===== src/rtl/mem_arbiter.sv =====
// mem_arbiter: arbitrates a CPU port and a DMA/loader port onto one
// single-port RAM. Each transfer runs IDLE -> ACCESS -> WAIT(xWAIT_CYCLES) -> DONE.
// The CPU has fixed priority. Defining ARB_STARVE_GUARD_EN adds a
// starvation guard: after STARVE_LIMIT consecutive CPU grants made while
// the DMA was waiting, the next contested arbitration goes to the DMA.
//
// state  | meaning
// IDLE   | no transfer in flight; arbitrate as soon as any request is present
// ACCESS | one cycle, RAM strobe (memRE or memWE) asserted with latched addr/data
// WAIT   | WAIT_CYCLES cycles, strobes low, address held; read data captured last cycle
// DONE   | one cycle, winner's DONE pulse high, then back to IDLE
module mem_arbiter #(
   parameter int AW           = 8,
   parameter int DW           = 8,
   parameter int WAIT_CYCLES  = 1,
   parameter int STARVE_LIMIT = 4
) (
   input  logic          Clk,
   input  logic          Rst,
   input  logic          cpuREAD,
   input  logic          cpuWRITE,
   input  logic [AW-1:0] cpuADDR,
   input  logic [DW-1:0] cpuDIN,
   output logic [DW-1:0] cpuDOUT,
   output logic          cpuDONE,
   output logic          cpuSTALL,
   input  logic          dmaREQ,
   input  logic          dmaWE,
   input  logic [AW-1:0] dmaADDR,
   input  logic [DW-1:0] dmaDIN,
   output logic [DW-1:0] dmaDOUT,
   output logic          dmaDONE,
   output logic          dmaGNT,
   output logic [AW-1:0] memADDR,
   output logic [DW-1:0] memDIN,
   input  logic [DW-1:0] memDOUT,
   output logic          memRE,
   output logic          memWE
);

   typedef enum logic [1:0] {IDLE, ACCESS, WAIT, DONE} state_t;

   // the wait counter counts down to zero; zero marks the last WAIT cycle
   localparam logic [3:0] WAIT_LOAD = 4'(WAIT_CYCLES - 1);

   state_t        state_q;
   logic [3:0]    wait_q;
   logic          gnt_dma_q;
   logic          we_q;
   logic [AW-1:0] addr_q;
   logic [DW-1:0] din_q;
   logic [DW-1:0] cpu_dout_q;
   logic [DW-1:0] dma_dout_q;
   logic          cpu_done_q;
   logic          dma_done_q;
   logic          dma_gnt_q;
   logic          mem_re_q;
   logic          mem_we_q;

   logic          cpu_req;
   logic          any_req;
   logic          starve_hit;
   logic          pick_dma_d;
   logic          we_d;
   logic [AW-1:0] addr_d;
   logic [DW-1:0] din_d;

   assign cpu_req = cpuREAD | cpuWRITE;
   assign any_req = cpu_req | dmaREQ;

`ifdef ARB_STARVE_GUARD_EN
   localparam logic [3:0] STARVE_LIM = 4'(STARVE_LIMIT);

   logic [3:0] starve_q;
   logic [3:0] starve_d;

   assign starve_hit = cpu_req & dmaREQ & (starve_q == STARVE_LIM);

   // count CPU grants that left the DMA waiting; any DMA grant or an
   // uncontested arbitration without dmaREQ restarts the count
   always_comb begin
      starve_d = starve_q;
      if (state_q == IDLE && any_req) begin
         if (pick_dma_d || !dmaREQ)
            starve_d = '0;
         else if (starve_q != 4'hF)
            starve_d = starve_q + 4'd1;
      end
   end

   // starvation counter register
   always_ff @(posedge Clk or posedge Rst) begin
      if (Rst)
         starve_q <= '0;
      else
         starve_q <= starve_d;
   end
`else
   logic [3:0] starve_limit_unused;

   assign starve_hit          = 1'b0;
   assign starve_limit_unused = 4'(STARVE_LIMIT);
`endif

   // arbitration: CPU wins unless only the DMA asks or the guard forces DMA;
   // a CPU asserting both read and write is treated as a write
   always_comb begin
      pick_dma_d = dmaREQ & (~cpu_req | starve_hit);
      we_d       = pick_dma_d ? dmaWE   : cpuWRITE;
      addr_d     = pick_dma_d ? dmaADDR : cpuADDR;
      din_d      = pick_dma_d ? dmaDIN  : cpuDIN;
   end

   // transfer FSM with all outputs registered
   always_ff @(posedge Clk or posedge Rst) begin
      if (Rst) begin
         state_q    <= IDLE;
         wait_q     <= '0;
         gnt_dma_q  <= 1'b0;
         we_q       <= 1'b0;
         addr_q     <= '0;
         din_q      <= '0;
         cpu_dout_q <= '0;
         dma_dout_q <= '0;
         cpu_done_q <= 1'b0;
         dma_done_q <= 1'b0;
         dma_gnt_q  <= 1'b0;
         mem_re_q   <= 1'b0;
         mem_we_q   <= 1'b0;
      end else begin
         cpu_done_q <= 1'b0;
         dma_done_q <= 1'b0;
         mem_re_q   <= 1'b0;
         mem_we_q   <= 1'b0;
         unique case (state_q)
            IDLE: begin
               if (any_req) begin
                  state_q   <= ACCESS;
                  gnt_dma_q <= pick_dma_d;
                  we_q      <= we_d;
                  addr_q    <= addr_d;
                  din_q     <= din_d;
                  dma_gnt_q <= pick_dma_d;
                  mem_re_q  <= ~we_d;
                  mem_we_q  <= we_d;
               end
            end
            ACCESS: begin
               state_q <= WAIT;
               wait_q  <= WAIT_LOAD;
            end
            WAIT: begin
               if (wait_q == 4'd0) begin
                  state_q <= DONE;
                  if (!we_q) begin
                     if (gnt_dma_q)
                        dma_dout_q <= memDOUT;
                     else
                        cpu_dout_q <= memDOUT;
                  end
                  if (gnt_dma_q)
                     dma_done_q <= 1'b1;
                  else
                     cpu_done_q <= 1'b1;
               end else begin
                  wait_q <= wait_q - 4'd1;
               end
            end
            DONE: begin
               state_q   <= IDLE;
               dma_gnt_q <= 1'b0;
            end
            default: begin
               state_q   <= IDLE;
               dma_gnt_q <= 1'b0;
            end
         endcase
      end
   end

   assign cpuDOUT  = cpu_dout_q;
   assign cpuDONE  = cpu_done_q;
   assign dmaDOUT  = dma_dout_q;
   assign dmaDONE  = dma_done_q;
   assign dmaGNT   = dma_gnt_q;
   assign memADDR  = addr_q;
   assign memDIN   = din_q;
   assign memRE    = mem_re_q;
   assign memWE    = mem_we_q;
   // stall is combinational so it is visible in the cycle the request appears;
   // reset masks it so every output is low while Rst is held
   assign cpuSTALL = cpu_req & ~cpu_done_q & ~Rst;

endmodule


===== config.mk =====
export PLATFORM = sky130hd
export DESIGN_NAME = mem_arbiter
export DESIGN_NICKNAME = d
export VERILOG_FILES = /design/src/rtl/mem_arbiter.sv
export SDC_FILE = /design/constraint.sdc
export NUM_CORES = 1
export LEC_CHECK = 0
export ABC_CLOCK_PERIOD_IN_PS = 3800
export BUFFER_PORTS_ARGS = -buffer_cell sky130_fd_sc_hd__buf_2
export CAP_MARGIN = 20
export CORE_MARGIN = 2
export CORE_UTILIZATION = 51
export DETAILED_ROUTE_END_ITERATION = 12
export GPL_ROUTABILITY_DRIVEN = 0
export PLACE_DENSITY = 0.95
export REMOVE_ABC_BUFFERS = 1
export SYNTH_ARGS = -nofsm -noshare
export SYNTH_HDL_FRONTEND = slang
export SYNTH_SLANG_ARGS = --single-unit

===== constraint.sdc =====
create_clock -name Clk -period 3.8 [get_ports Clk]
set_input_delay 0.57 -clock Clk [delete_from_list [all_inputs] [get_ports Clk]]
set_output_delay 0.57 -clock Clk [all_outputs]
set_load 0.05 [all_outputs]

==> results.sh <==
export IMPL_status="finished, final reports clean"
export IMPL_route_antenna_remaining_nets=0
export IMPL_leakage_nw=1.302
export IMPL_cp_required_ns=3.97
export IMPL_start_util_pct=53.56
export IMPL_maxSlewHeadroom_pct=41.38
export IMPL_hold_path_cell_count=1
export IMPL_core_area_um2=3689
export IMPL_placedCellCount=291
export IMPL_r2r_end="memADDR[3]$_DFFE_PP0P_"
export IMPL_setup_tns_final_ns=0
export IMPL_worstMarginPinSlew_ns=0.8780
export IMPL_nFillCells=295
export IMPL_r2r_cells=5
export IMPL_cts_resized=0
export IMPL_die_h_um=66.24
export IMPL_finalClockSkew_ns=0.007924
export IMPL_hold_viol=0
export IMPL_ir_worst_vdd_mv=0.5346
export IMPL_post_route_period_util_pct=55.06
export IMPL_drc=0
export IMPL_synthDistinctLibCells=31
export IMPL_synthCells=167
export IMPL_vias_per_cell=5.167
export IMPL_pin_count=84
export IMPL_grt_pass1_vias=1554
export IMPL_insertedDiodeCount=0
export IMPL_critPathSlowestCell="nand4bb_1"
export IMPL_grt_max_degree=46
export IMPL_yosys_area_share_adder_pct=3.167
export IMPL_regToRegSetupSlack_ns=1.71
export IMPL_setup_viol=0
export IMPL_htreeDepth=2
export IMPL_synth_avg_cell_area_um2=11.83
export IMPL_synth_compound_area_share_pct=8.740
export IMPL_via_count=1545
export IMPL_grt_usage_pct=20.94
export IMPL_finalCriticalPeriod_ns=2.092
export IMPL_hpwlAfterDp_mm=3.071
export IMPL_grt_overflow_total=0
export IMPL_fmax_mhz=478.0
export IMPL_worstHoldStart="gnt_dma_q$_DFFE_PP0P_"
export IMPL_cp_data_arrival_time_ns=2.26
export IMPL_drtIter0Drc=50
export IMPL_drive_gt1_share_pct=43.82
export IMPL_finalNetCount=302
export IMPL_min_path_type="reg2reg"
export IMPL_synth_simple_area_share_pct=13.24
export IMPL_slowest_delay_ns=0.65
export IMPL_cap_violations=0
export IMPL_total_power_w=0.002505
export IMPL_numCtsBuffers=5
export IMPL_synth_top_family_by_area="multiplexers"
export IMPL_p_per_area_nw_per_um2=1002
export IMPL_drt_wl_total_mm=4.102
export IMPL_grt_pass1_wl_mm=6.975
export IMPL_holdPathEnd="cpuDONE$_DFF_PP0_"
export IMPL_slew_viol_final=0
export IMPL_rows=22
export IMPL_clk_pin_slew_ns=0.07
export IMPL_critPathBufInv=1
export IMPL_final_cell_area_um2=2500
export IMPL_yosysSeqAreaShare_pct=57.00
export IMPL_ctsRootBufferMaster="clkbuf_8"
export IMPL_yosys_register_bits=45
export IMPL_synthToLayoutAreaGrowth_pct=26.54
export IMPL_die_width_um=66.24
export IMPL_r2r_start="state_q[0]$_DFFE_PP0P_"
export IMPL_routedWlPerCell_um=13.72
export IMPL_cp_start_kind="register"
export IMPL_path_max_fanout=18
export IMPL_placed_cell_area_um2=2406
export IMPL_synth_area_mux_share_pct=14.25
export IMPL_cts_tree="done"
export IMPL_clock_sinks=45
export IMPL_criticalPathCategory="reg2reg"
export IMPL_fin_cells=299
export IMPL_die_area_um2=4388
export IMPL_post_cts_buffers=0
export IMPL_clk_insertion_delay_late_ns=0.28
export IMPL_dr_pass1_iters=5
export IMPL_cts_buffer_depth=2
export IMPL_rsz0062_at_grt="no"
export IMPL_cp_end_kind="register"
export IMPL_synth_area_um2=1976
export IMPL_synth_warnings=0
export IMPL_synth_xor_area_share_pct=0
export IMPL_port_buffers=83
export IMPL_hold_buffers=0
export IMPL_critPathTopFamily="simple AND/OR/NAND/NOR gates"
export IMPL_antenna_found_initial=0
export IMPL_crit_chain="inv_1 > ha_1 > nand4bb_1 > o22ai_1 > nor2_1"
[worst max-delay path by stage]
stage                                start                      to  slack [ns]  depth (start not counted)
finish              state_q[0]$_DFFE_PP0P_  memADDR[3]$_DFFE_PP0P_        1.71                          5
global route        state_q[1]$_DFFE_PP0P_   memDIN[2]$_DFFE_PP0P_        1.37                          5
CTS                 state_q[0]$_DFFE_PP0P_   memDIN[3]$_DFFE_PP0P_        1.69                          5
detailed placement  state_q[0]$_DFFE_PP0P_  memADDR[2]$_DFFE_PP0P_        1.69                          5
global placement                   cpuREAD   memDIN[2]$_DFFE_PP0P_        1.77                          4
floorplan                cpuDONE$_DFF_PP0_                cpuSTALL        1.52                          1
[synthesized netlist by cell type (all sizes together)]
master,count,area [um^2]
a21o,1,7.510
a21oi,2,10.01
and3b,1,8.760
buf,6,41.28
clkbuf,1,3.750
dfrtp,45,1126
ha,5,62.56
inv,7,26.28
mux2,17,251.5
mux2i,3,30.03
nand2,5,18.77
nand2b,1,6.260
nand3,2,10.01
nand4bb,2,27.53
nor2,36,135.1
nor3,2,10.01
nor3b,1,7.510
nor4b,1,8.760
o21a,1,7.510
o21ai,6,30.02
o22a,1,8.760
o22ai,16,100.1
o31a,1,8.760
or2b,1,7.510
or3,2,12.51
or3b,1,8.760
[registers in the layout, summed over array words and instances (netlist names), 2 cells and up]
| register | cells |
|---|---|
| dmaDOUT | 8 |
| memADDR | 8 |
| memDIN | 8 |
| wait_q | 4 |
| cpuDOUT | 8 |
| state_q | 2 |
[routing by layer]
metal  routed length, um  global-route usage [%]  vias up
li1                    -                       -      755
met3                 248                   4.940        6
met4                  34                   4.337        0
met5                   0                       0        -
met2                2108                   37.00       61
met1                1712                   26.03      723
[kinds of logic (layout without fill, tap and decap cells)]
kind of cell,after synthesis,in the layout
DFF,45,45
and+or+nand+nor,55,55
buffers and inverters,14,98
AOI/OAI and AO/OA,28,28
adders and majority gates,5,5
muxes,20,20
[power breakdown]
part	switching, W	internal, W	total, W
registers	0.000115	0.000690	0.000805
logic	0.000995	0.000423	0.00142
clock network	0.000137	0.000144	0.000281
[metrics by stage]
stage                     utilization (%)  hold slack, ns  setup WS, ns
after floorplan                         -          0.4176         1.519
after global placement              65.23          0.4263         1.774
after detailed placement            65.23          0.4408         1.692
after CTS                           67.57          0.4583         1.686
after global routing                67.77          0.4780         1.368
final                               67.77          0.4545         1.708
[cell usage in the layout, fill, tap and decap left out, drive strengths merged]
master,count
buf,84
dfrtp,45
nor2,36
mux2,17
o22ai,16
inv,7
clkbuf,7
o21ai,6
nand2,5
ha,5
mux2i,3
or3,2
nor3,2
a21oi,2
nand3,2
nand4bb,2
nand2b,1
or3b,1
nor4b,1
o31a,1
and3b,1
o21a,1
a21o,1
nor3b,1
or2b,1
o22a,1
[area by class of cell]
class	count	area [um^2]	area share, %
Clock buffer	7	86.33	3.453
Sequential cell	45	1126	45.05
Multi-Input combinational cell	108	778.2	31.13
Inverter	7	26.28	1.051
Tap cell	48	60.06	2.402
Timing Repair Buffer	84	422.9	16.92
[worst register-to-register path, delay by kind of cell, from the launching register on]
| family | cells | cell delay, ns |
|---|---|---|
| buffers and inverters | 1 | 0.10 |
| AO/OA/AOI/OAI | 1 | 0.42 |
| adder cells (fa/ha/maj) | 1 | 0.31 |
| AND/OR/NAND/NOR | 2 | 0.73 |
| flip-flops | 1 | 0.42 |
Power figures use the tool's default switching activity.
